==> config.mk <==
export PLATFORM = sky130hd
export DESIGN_NAME = sr_bank_driver
export DESIGN_NICKNAME = d
export VERILOG_FILES = /design/src/rtl/sr_bank_driver.sv
export SDC_FILE = /design/constraint.sdc
export NUM_CORES = 1
export LEC_CHECK = 0
export BUFFER_PORTS_ARGS = -buffer_cell sky130_fd_sc_hd__buf_2
export CAP_MARGIN = 20
export CORE_ASPECT_RATIO = 0.9
export CORE_MARGIN = 5
export CORE_UTILIZATION = 55
export CTS_CLUSTER_SIZE = 14
export DETAILED_ROUTE_END_ITERATION = 8
export PLACE_DENSITY_LB_ADDON = 0.05
export SYNTH_ARGS = -nofsm -noshare
export SYNTH_HDL_FRONTEND = slang
export SYNTH_SLANG_ARGS = --single-unit
==> constraint.sdc <==
create_clock -name c -period 2.7 [get_ports c]
set_input_delay 0 -clock c [delete_from_list [all_inputs] [get_ports c]]
set_output_delay 0 -clock c [all_outputs]
set_load 0.005 [all_outputs]
==> src/rtl/sr_bank_driver.sv <==
// Sequencer that drives a bank of SR flip-flops to a target word, with read-back check and retry.
// Optional build macro SRDRV_FORCE_EN: forced writes (s=tgt, r=~tgt) instead of minimal excitation.
module sr_bank_driver #(
  parameter int WIDTH     = 8,
  parameter int MAX_RETRY = 2
) (
  input  logic             c,
  input  logic             rs,
  input  logic             start,
  input  logic [WIDTH-1:0] target,
  input  logic [WIDTH-1:0] q_fb,
  output logic [WIDTH-1:0] s,
  output logic [WIDTH-1:0] r,
  output logic             busy,
  output logic             done,
  output logic             err,
  output logic [1:0]       state_dbg
);

  typedef enum logic [1:0] {
    IDLE  = 2'd0,
    DRIVE = 2'd1,
    WAIT  = 2'd2
  } state_t;

  localparam logic [2:0] MAX_R = 3'(MAX_RETRY);

  state_t           state_q, state_d;
  logic [WIDTH-1:0] tgt_q, tgt_d;
  logic [2:0]       retry_q, retry_d;
  logic [WIDTH-1:0] s_q, s_d;
  logic [WIDTH-1:0] r_q, r_d;
  logic             done_q, done_d;
  logic             err_q, err_d;

  // Both variants keep s and r disjoint per bit, so S=R=1 cannot be issued.
  function automatic logic [WIDTH-1:0] exc_s(input logic [WIDTH-1:0] q, input logic [WIDTH-1:0] t);
`ifdef SRDRV_FORCE_EN
    return t;
`else
    return t & ~q;
`endif
  endfunction

  function automatic logic [WIDTH-1:0] exc_r(input logic [WIDTH-1:0] q, input logic [WIDTH-1:0] t);
`ifdef SRDRV_FORCE_EN
    return ~t;
`else
    return q & ~t;
`endif
  endfunction

  always_comb begin
    state_d = state_q;
    tgt_d   = tgt_q;
    retry_d = retry_q;
    s_d     = '0;
    r_d     = '0;
    done_d  = 1'b0;
    err_d   = err_q;
    case (state_q)
      IDLE: begin
        if (start) begin
          tgt_d   = target;
          retry_d = '0;
          err_d   = 1'b0;
          s_d     = exc_s(q_fb, target);
          r_d     = exc_r(q_fb, target);
          state_d = DRIVE;
        end
      end
      DRIVE: state_d = WAIT;
      WAIT: begin
        if (q_fb == tgt_q) begin
          done_d  = 1'b1;
          state_d = IDLE;
        end else if (retry_q < MAX_R) begin
          retry_d = retry_q + 3'd1;
          s_d     = exc_s(q_fb, tgt_q);
          r_d     = exc_r(q_fb, tgt_q);
          state_d = DRIVE;
        end else begin
          err_d   = 1'b1;
          state_d = IDLE;
        end
      end
      default: state_d = IDLE;
    endcase
  end

  always_ff @(posedge c or negedge rs) begin
    if (!rs) begin
      state_q <= IDLE;
      tgt_q   <= '0;
      retry_q <= '0;
      s_q     <= '0;
      r_q     <= '0;
      done_q  <= 1'b0;
      err_q   <= 1'b0;
    end else begin
      state_q <= state_d;
      tgt_q   <= tgt_d;
      retry_q <= retry_d;
      s_q     <= s_d;
      r_q     <= r_d;
      done_q  <= done_d;
      err_q   <= err_d;
    end
  end

  assign s         = s_q;
  assign r         = r_q;
  assign busy      = (state_q != IDLE);
  assign done      = done_q;
  assign err       = err_q;
  assign state_dbg = state_q;

endmodule

# Word-level counts from Yosys, hierarchy flattened
# Index checks and enable logic that the tools add are counted.
# W data, S select, Z words.
[totals] regBits=31 input_bits=19 output_inout_bits=21 elab_cells=51
[op_classes] add_sub_neg=1 n_lt_le_gt_ge=1 eq_ne=7 mux=22 n_bitwise=7 reduce_logical=6
[ops] op="$mux W8" count=6
[ops] op="$and A8 B8 Y8" count=4
[ops] op="$pmux W8 S2" count=2
[ops] op="$not A8 Y8" count=3
[ops] op="$mux W3" count=3
[ops] op="$eq A8 B8 Y1" count=1
[ops] op="$ne A2 B2 Y1 const B" count=4
[ops] op="$reduce_and A4 Y1" count=2
[ops] op="$mux W1" count=7
[ops] op="$pmux W2 S3" count=1
[ops] op="$pmux W3 S2" count=1
[ops] op="$reduce_bool A2 Y1" count=2
[ops] op="$add A3 B1 Y3 const B" count=1
[ops] op="$lt A3 B2 Y1 const B" count=1
[ops] op="$eq A2 B1 Y1 const B" count=1
[ops] op="$eq A2 B2 Y1 const B" count=1
[ops] op="$logic_not A2 Y1" count=1
[ops] op="$mux W2" count=1
[ops] op="$pmux W1 S2" count=1
[ops] op="$reduce_and A2 Y1" count=1

# Longest topological paths before layout
# Gate-level depths: netlist of the first run.
[depth] depth_word=5 ltp_mapped=6 ltp_nobuf=5

# Worst setup path after synthesis of the first run
# OpenSTA, ideal clock, no wires.
[synth_timing] path_type="reg2reg" from="reg tgt_q[4]" to="reg retry_q[1]" setup_time_ps=121 t_arrival_ps=1401 required_ps=2579 path_slack_ps=1178 stages_incl_launch_ff=6 n_path_buf=1 synth_period_minus_slack_ps=1522 path_cell_list="dfrtp_1 ha_1 nand4_1 o2111a_1 buf_2 a22o_1"
[synth_between] elab_chain_cells=3
[synth_rtl] element="from (decl)" line_no="29" text="logic [WIDTH-1:0] tgt_q, tgt_d;"
[synth_rtl] element="from (signal assigned)" line_no="102" text="tgt_q <= tgt_d;"
[synth_rtl] element="$eq A8 B8 Y1" line_no="74" text="if (q_fb == tgt_q) begin"
[synth_rtl] element="$ne A2 B2 Y1 (no line)"
[synth_rtl] element="$reduce_and A4 Y1 (no line)"
[synth_rtl] element="to (signal assigned)" line_no="103" text="retry_q <= retry_d;"
[synth_rtl] element="to (decl)" line_no="30" text="logic [2:0] retry_q, retry_d;"
# No other way between the ends.
# A chain may end at the register's enable or synchronous reset.

# Final worst setup path of the first run
[layout_timing] from="reg tgt_q[5]" to="reg retry_q[0]"
# The elaborated chain is that of the path after synthesis.

==> summary by stage, run 1 <==
Status
The run finished with clean final reports.

Logic synthesis
Synthesis handed over a netlist of between 100 and 150 instances. Sequential cells were found to cover a little over half of the synthesized design area. The post-synthesis area per instance is 11.4 um^2.

The Yosys warning count is 0. The cell area that synthesis handed to floorplanning was 0.00148 mm^2. The number of synthesized register bits is 31. The number of distinct library cells after synthesis is 20. Counting every net in the synthesized netlist gives 166.

GRT
Entering global routing, the biggest net connects 32 pins. The number of global-route vias before repair is 1172. The first global-routing pass estimated 5300 um of wire.

The initial antenna violation count is 0. The combined global-route utilization of all metal layers is 18.5%. The aggregate global routing overflow is 0.

Flow run
The count of maximum capacitance violations is 0.

Detailed routing
The first routing iteration left 70 violations. After detailed routing, the wire length on met1 is 1260 um. The met2 layer wire length in the routed design is 1580 um. The first detailed-routing pass ran for 4 iterations. The routed layout has about 1200 vias. The mean number of vias per cell is 5.37. In this run the remaining antenna-violating nets after routing total 0.

In the detailed route, the total length drawn on met3 is 172 um. In the routed design, unresolved DRC markers number 0. Wires add up to 3080 um. The top layer used by detailed routing is met4. After detailed routing, the average wire length per cell comes to ~14 um.

Floorplan
The cell row count is 17. The die boundary width is 64.8 um. The area enclosed by the die boundary is 0.00384 mm^2. The starting utilization of the core area is 59.1%. The count of pins on the block boundary is 40.

The floorplan step defined a core boundary enclosing around 0.0025 mm^2. From bottom edge to top edge, the die measures 59.3 um.

Critical path
The category of cells accounting for the largest share of critical-path delay is compound AO/OA/AOI/OAI gates. In this run the worst path has a maximum fanout of 20. STA puts the critical path data arrival time at roughly 2.1 ns. The worst setup path is of the flop to flop kind. The critical path goes through ha_1, nand4_1, o2111a_1, mux2i_1. The worst setup path is captured at a flop. The delay contributed by the slowest stage of the critical path is approximately 0.72 ns.

For the worst setup path, the data required time is 2.96 ns. STA classifies the critical path startpoint as a flop. Together, buffers and inverters on the worst path number 0. Among all stages on the critical path, the largest delay is contributed by sky130_fd_sc_hd__o2111a_1.

Cells and area
The layout overhead on the synthesized area is 27.2%. The number of antenna repair diodes is 0. Across the whole layout, storage elements account for slightly below 800 um^2. The net count of the finished layout is 224.

The post-route netlist has 24.6% of its cells at a drive strength greater than 1. The finished layout holds 215 standard cells, fillers aside. The combined area of the multi-input logic cells is around 570 um^2.

Measured on the finished design, the core utilization comes to 75.2%. The filler cells instantiated in the layout total 186.

Clocking
Counting along the longest clock path gives a buffer depth of 2. The clock net in this run drives a total of 31 sinks. The insertion delay to the later sink of the worst-skew pair is 0.34 ns. Post-CTS timing repair inserted 0 buffers for setup. TritonCTS built the clock tree.

The total CTS buffers is 5. The post-CTS clock slew at the launch and capture registers of the worst setup and hold paths is 0.09 ns. The clock tree root buffer cell is sky130_fd_sc_hd__clkbuf_4. The H-tree generated during clock tree synthesis spans 2 levels.

Timing
For the final database, setup skew stands at 0.00529 ns. Setup violations remaining at the end of the flow were counted as 0. Measured against its own limit, the worst slew margin works out to between 50% and 60%.

Summed over all failing endpoints, the final setup total negative slack is 0 ns. The count of pins over their slew limit is 0. Setup repair after global routing left no endpoint under its margin. The post-route minimum period is roughly 1.9 ns. Of the available clock period, the critical path in the final layout requires 69.1%. At the pin with the least slew margin, the transition time is 0.747 ns. The number of endpoints with negative hold slack in the final report came to 0. The highest attainable clock frequency is 536 MHz.

Place
The number of placed instances, taps included is 192. The post-detailed-placement half-perimeter wirelength is 2060 um. The number of input and output port buffers inserted is 39. The weighted congestion at the end of routability-driven global placement is 0.770.

Worst hold path
The worst hold path belongs to the class input port to async pin.

Power and ir drop
The worst ir drop on vdd is 534 uV. The reported leakage power is 1.05 nW. The power consumption is 1.50 mW. The total power density per cell area is 793 mW/mm^2.
==> sequential cells by signal, summed over array words and instances, names as in the netlist <==
register	flops
err	1
state_dbg	2
done	1
tgt_q	8
retry_q	3
s	8
r	8
==> worst reg2reg max path: cells and delay by family (launching register included) <==
kind,cells,cell delay (ns)
fa+ha+maj,1,0.28
mux,1,0.25
compound gates,1,0.72
simple gates,1,0.15
flops,1,0.40
==> final cells by class <==
| type | instances | share of cell area [%] |
|---|---|---|
| clock buffer | 6 | 2.19 |
| inverter | 26 | 5.17 |
| multi-input combinational | 68 | 30.4 |
| sequential | 31 | 41.1 |
| tap | 28 | 1.86 |
| timing repair buffer | 56 | 19.4 |
==> cells in the final DEF (no fill, tap or decap), types with 2 or more instances in the layout <==
master                          count
sky130_fd_sc_hd__buf_2             39
sky130_fd_sc_hd__a32o_1            16
sky130_fd_sc_hd__clkbuf_4           5
sky130_fd_sc_hd__o21ai_1            8
sky130_fd_sc_hd__dfrtp_1           31
sky130_fd_sc_hd__nand4_1            2
sky130_fd_sc_hd__nand2_1           11
sky130_fd_sc_hd__dlygate4sd3_1     17
sky130_fd_sc_hd__inv_1             26
sky130_fd_sc_hd__nor2_1             3
sky130_fd_sc_hd__ha_1              17
sky130_fd_sc_hd__a22o_1             2
==> metal layers <==
layer / up-vias / GRT usage (%)
li1: 560 / -
met1: 554 / 19.5
met2: 33 / 33.8
met3: 8 / 7.02
met4: 0 / 6.33
met5: - / 0
==> kinds of logic after synthesis <==
family,after synthesis,synth area share [%]
buffers and inverters,31,9.11
flip-flops,31,52.3
AO/OA/AOI/OAI,28,15.9
AND/OR/NAND/NOR,21,7.08
adder cells (fa/ha/maj),17,14.3
XOR/XNOR,1,0.590
multiplexers,1,0.675
==> metrics by stage <==
step	setup WS (ns)	hold slack, ns	cell area, um^2
floorplan	1.18	-0.296	1480
global placement	0.896	0.0720	1680
detailed placement	0.841	0.0770	1680
CTS	0.823	0.237	1890
global route	0.687	0.261	1890
finish	0.834	0.229	1890
==> what timing repair did <==
action,CTS,global route
endpoints found under the hold margin,55,0
gates resized for setup,0,0
hold buffers,17,0
==> Yosys cell counts <==
| cell type | count | share of area, % |
|---|---|---|
| sky130_fd_sc_hd__a22o_1 | 2 | 1.2 |
| sky130_fd_sc_hd__a32o_1 | 16 | 11 |
| sky130_fd_sc_hd__buf_2 | 3 | 1.0 |
| sky130_fd_sc_hd__buf_6 | 2 | 1.5 |
| sky130_fd_sc_hd__dfrtp_1 | 31 | 52 |
| sky130_fd_sc_hd__ha_1 | 17 | 14 |
| sky130_fd_sc_hd__inv_1 | 26 | 6.6 |
| sky130_fd_sc_hd__mux2i_1 | 1 | 0.67 |
| sky130_fd_sc_hd__nand2_1 | 11 | 2.8 |
| sky130_fd_sc_hd__nand2b_1 | 1 | 0.42 |
| sky130_fd_sc_hd__nand4_1 | 2 | 0.84 |
| sky130_fd_sc_hd__nor2_1 | 3 | 0.76 |
| sky130_fd_sc_hd__nor2_4 | 1 | 0.76 |
| sky130_fd_sc_hd__nor3_1 | 1 | 0.34 |
| sky130_fd_sc_hd__o2111a_1 | 1 | 0.76 |
| sky130_fd_sc_hd__o21ai_1 | 8 | 2.7 |
| sky130_fd_sc_hd__o31ai_1 | 1 | 0.51 |
| sky130_fd_sc_hd__or2_1 | 1 | 0.42 |
| sky130_fd_sc_hd__or3b_4 | 1 | 0.76 |
| sky130_fd_sc_hd__xor2_1 | 1 | 0.59 |
==> where the power goes <==
| group | internal, mW | switching (mW) | total [mW] |
|---|---|---|---|
| registers | 0.606 | 0.0852 | 0.692 |
| clock network | 0.0923 | 0.148 | 0.240 |
| logic | 0.252 | 0.315 | 0.566 |
| total | 0.950 | 0.548 | 1.50 |
==> final timing paths <==
kind | startpoint | end | slack (ns) | cells past startpoint
worst max-delay path | tgt_q[5] | retry_q[0] | 0.83 | 4
worst min-delay path | rs | r[6] | 0.23 | 2
worst max register to register | tgt_q[5] | retry_q[0] | 0.83 | 4
worst min register to register | retry_q[0] | retry_q[0] | 0.49 | 1
max in group asynchronous | rs | s[1] | 2.03 | 2
min in group c | start | s[5] | 0.24 | 4
No activity file was read; power rests on OpenSTA's default activity.
==> run 2, diff against run 1 <==
--- a/config.mk
+++ b/config.mk
@@ -5,11 +5,12 @@
 export SDC_FILE = /design/constraint.sdc
 export NUM_CORES = 1
 export LEC_CHECK = 0
+export ABC_AREA = 1
 export BUFFER_PORTS_ARGS = -buffer_cell sky130_fd_sc_hd__buf_2
 export CAP_MARGIN = 20
 export CORE_ASPECT_RATIO = 0.9
 export CORE_MARGIN = 5
-export CORE_UTILIZATION = 55
+export CORE_UTILIZATION = 53
 export CTS_CLUSTER_SIZE = 14
 export DETAILED_ROUTE_END_ITERATION = 8
 export PLACE_DENSITY_LB_ADDON = 0.05
==> constraint.sdc (replaced) <==
create_clock -name c -period 1.9 [get_ports c]
set_input_delay 0 -clock c [delete_from_list [all_inputs] [get_ports c]]
set_output_delay 0 -clock c [all_outputs]
set_load 0.005 [all_outputs]
==> summary by stage, run 2 <==
Critical path
The arrival time reported for the critical path endpoint is 1.86 ns (-0.27 ns). Among the stages of the critical path, the cell type that occurs most often is sky130_fd_sc_hd__nand2_1. The end of the critical path is retry_q[0]. The critical path required time is 2.12 ns (-0.84 ns). The delay contributed by the slowest stage of the critical path was 0.40 ns (-0.32 ns). The number of buffers and inverters on the critical path was 0 (unchanged).

The slowest stage of the critical path is the sky130_fd_sc_hd__dfrtp_1 cell. The critical path in this run is classified as flop to flop. In this run the critical register-to-register path is launched from tgt_q[3].

In this run the worst setup path begins at tgt_q[3]. The register-to-register path setup slack was 0.26 ns (-0.57 ns). Traced cell by cell, the critical path runs through ha_1, nand2_1, nor2_1, nand2_2, nand2_4, nand2_4, nand2_1, nand2_1.

The number of cells on the worst reg-to-reg path came to 8 (+4). The biggest fanout along the worst timing path is 19 (-5.0%). The number of stages on the worst setup path was 8 (+4). The capturing element type of the critical path is a flop.

STA classifies the critical path startpoint as a flop. The kind of cell with the highest combined delay along the critical path is simple AND/OR/NAND/NOR gates. In this run the critical register-to-register path is captured at retry_q[0].

Power and ir drop
The cell-internal power is 1.37 mW (+44%). The power consumption is 2.26 mW (+51%). The sequential power share came to 42.1% (-4.1 points).

The switching power share of the total is 39.3% (+2.7 points). The reported leakage power is 1.10 nW (+4.9%). The worst ir drop on vdd is 581 uV (+8.8%). The total power density per cell area is 1090 mW/mm^2 (+37%). The net switching power of the design was 0.886 mW (+62%). The clock network fraction of design power is 15.9% (about the same). The fraction of power consumed by combinational cells is 42.0% (+4.2 points).

Detailed routing
The post-detailed-route wirelength per cell is 12.7 um (-11%). The iteration count of the initial detailed-routing pass was 4 (unchanged). The overall via count from detail_route was 1254 (+8.6%). The mean number of vias per cell is 4.84 (-9.9%). The initial detailed-routing violation count was 59 (-16%). The final routed DRC violation total is 0 (unchanged). The sum of routed wire length over all layers is 3300 um (+7.1%). The post-route antenna net violation count was 0 (unchanged).

Place
The post-detailed-placement half-perimeter wirelength is 2270 um (+10%). The number of input and output port buffers inserted is 39 (unchanged). The weighted congestion at the end of routability-driven global placement is 0.737 (-4.3%). The placed standard-cell area is 0.00186 mm^2 (+11%). The pre-CTS setup slack is 0.287 ns (-0.554 ns).

GRT
The busiest layer in global routing is met2. The met2 track utilization from global routing was 30.0% (-3.8 points). The number of global-route vias before repair is 1286 (+9.7%). The maximum number of pins on one net before global-route repair came to 32 (unchanged). The combined global-route utilization of all metal layers is 17.7% (-0.80 points). The global-route track usage on met1 is 19.7% (+0.12 points). The aggregate global routing overflow came to 0 (unchanged). The global routing usage on met3 is 4.44% (-2.6 points).

The initial antenna violation count is 0 (unchanged). The wire length of the first global-routing pass is 5680 um (+7.2%).

Timing
The fraction of the cycle the final worst path needs is 86.3% (+17 points). The total setup violations reported at the end of the flow is 0 (unchanged). The count of pins over their slew limit is 0 (unchanged). Setup repair after global routing left no endpoint under its margin. The clock skew came to 0.0157 ns (+0.0104 ns).

The post-route minimum period is 1.64 ns (-0.226 ns). The highest attainable clock frequency is 610 MHz (+14%). The measured slew at the worst slew-check pin came to 0.687 ns (-0.0607 ns).

The number of endpoints with negative hold slack in the final report is 0 (unchanged). The setup TNS was 0 ns (unchanged). The least setup slack across all paths after layout is 0.260 ns (-0.574 ns). The remaining max-slew budget at the tightest pin is 54.2% (+4.0 points).

Clocking
The count of clock tree sinks is 31 (unchanged). The post-cts resize count is 0 (unchanged). The tree is rooted in a sky130_fd_sc_hd__clkbuf_4. The total CTS buffers was 5 (unchanged). The clock tree from TritonCTS is built. The H-tree level count is 2 (unchanged).

The post-CTS setup repair buffer count is 0 (unchanged). The largest buffer count on any clock path is 2 (unchanged). The post-CTS clock slew at the launch and capture registers of the worst setup and hold paths is 0.10 ns (about the same). The insertion delay to the later sink of the worst-skew pair was 0.33 ns (about the same).

Logic synthesis
The number of flops mapped to enable cells by yosys is 0 (unchanged). The sequential area share after synthesis came to 46.8% (-5.5 points). The area share of the largest cell type after synthesis is 46.8% (-5.5 points). The biggest area contributor in the post-synthesis netlist is sky130_fd_sc_hd__dfrtp_1. The post-synthesis area per instance came to 10.6 um^2 (-7.5%). The post-synthesis cell area was 0.00166 mm^2 (+12%).

The post-synthesis cell count came to 157 (+21%). The Yosys warning count came to 0 (unchanged). The proportion of synthesized flip-flops having asynchronous set or reset was 100% (unchanged). The number of synthesized register bits is 31 (unchanged).

The number of distinct library cells after synthesis came to 22 (+10%). The most used standard cell by instance count after synthesis is sky130_fd_sc_hd__dfrtp_1. By count the netlist is led by sky130_fd_sc_hd__dfrtp_1, sky130_fd_sc_hd__inv_1, sky130_fd_sc_hd__nand2_1. The most frequently used flop master after synthesis is sky130_fd_sc_hd__dfrtp_1. In the post-synthesis netlist, the biggest area contributors are sky130_fd_sc_hd__dfrtp_1, sky130_fd_sc_hd__ha_1, sky130_fd_sc_hd__nand3_2.

The number of nets in the synthesized netlist is 193 (+16%).

Floorplan
The core box area was 0.00304 mm^2 (+21%). The count of pins on the block boundary came to 40 (unchanged). The overall die height is 63.1 um (+6.4%). The die boundary width came to 69.0 um (+6.5%). The cell row count is 19 (+2). The starting utilization of the core area is 54.5% (-4.6 points). The area enclosed by the die boundary is 0.00435 mm^2 (+13%).

Cells and area
In the layout the commonest cells are sky130_fd_sc_hd__buf_2, sky130_fd_sc_hd__dfrtp_1, sky130_fd_sc_hd__inv_1. The net count of the finished layout is 252 (+13%). The library cell used most frequently in the layout, excluding fill and tap cells, is sky130_fd_sc_hd__buf_2. The ratio of cells with drive above 1 in the final layout is 34.1% (+9.5 points).

The final cell area excluding filler cells is 0.00208 mm^2 (+9.9%). Relative to the synthesized area, the layout overhead comes to 25.2%. The number of antenna repair diodes is 0 (unchanged).

Worst hold path
In this run the most critical hold path is launched from start. The min-delay analysis places its worst path in the category input port to flop.

Status
The run finished with clean final reports.

Flow run
The count of maximum capacitance violations is 0 (unchanged).
==> run 2: cell count changes after synthesis, sizes merged, moves of 2 or more <==
cell	change
nor2	+5
nand2	+16
inv	-2
o21ai	+8
o31ai	+7
nand3	+19
a32o	-16
a22o	-2
==> run 2: per-stage QoR <==
stage / util, % / hold slack (ns) / std cells
3_5_place_dp: 61.0 / 0.0874 / 234
4_1_cts: 68.2 / 0.0354 / 259
2_1_floorplan: - / -0.296 / 157
3_3_place_gp: 61.0 / 0.0762 / 234
6_report: 68.2 / 0.0517 / 259
5_1_grt: 68.2 / 0.0691 / 259
==> run 2: worst min-delay path by stage <==
| stage | to | slack, ns | cells after the start |
|---|---|---|---|
| after floorplan | done | -0.30 | 0 |
| after global placement | s[3] | 0.08 | 1 |
| after detailed placement | r[3] | 0.09 | 1 |
| after CTS | err | 0.04 | 5 |
| after global routing | err | 0.07 | 5 |
| final | err | 0.05 | 5 |
==> run 2: cell families (layout without fill, tap and decap cells) <==
kind of cell    count (synthesis)  in the layout  share of synthesized area [%]
xor+xnor                        1              1                          0.528
simple gates                   56             56                           20.5
fa+ha+maj                      17             17                           12.8
compound gates                 24             24                           10.7
flops                          31             31                           46.8
buf+inv                        28             88                           8.60
==> run 2: area by class of cell <==
type                    count  area, um^2
well taps                  42        52.6
multi-input cells          98         739
repair buffers             56         365
inverters                  24        92.6
clock buffers               7        45.0
flip-flops and latches     31         776
clock inverters             1        5.00
fillers                   268         967
==> run 2: power groups by stage <==
stage                     clock network (mW)  logic [mW]  registers [mW]
after floorplan                            0       0.692           0.965
after global placement                     0       0.904           0.953
after detailed placement                   0       0.934           0.961
after CTS                              0.379       0.970           0.949
after global routing                   0.419        1.09           0.968
final                                  0.359       0.947           0.949
==> run 2: repair_timing <==
action	4_1_cts	5_1_grt
setup endpoints to repair	0	0
hold buffers	17	0
endpoints found under the hold margin	55	0
==> run 2: worst reg2reg max path, delay by kind of cell, from the launching register on <==
family                   cells  cell delay, ns
adder cells (fa/ha/maj)      1            0.28
AND/OR/NAND/NOR              7            0.85
flip-flops                   1            0.40
==> run 2: layer usage <==
metal	routed length, um	vias to the layer above	share of wire (%)
li1	-	631	-
met1	1340	577	41
met2	1660	37	50
met3	208	9	6.3
met4	91	0	2.8
met5	0	-	0
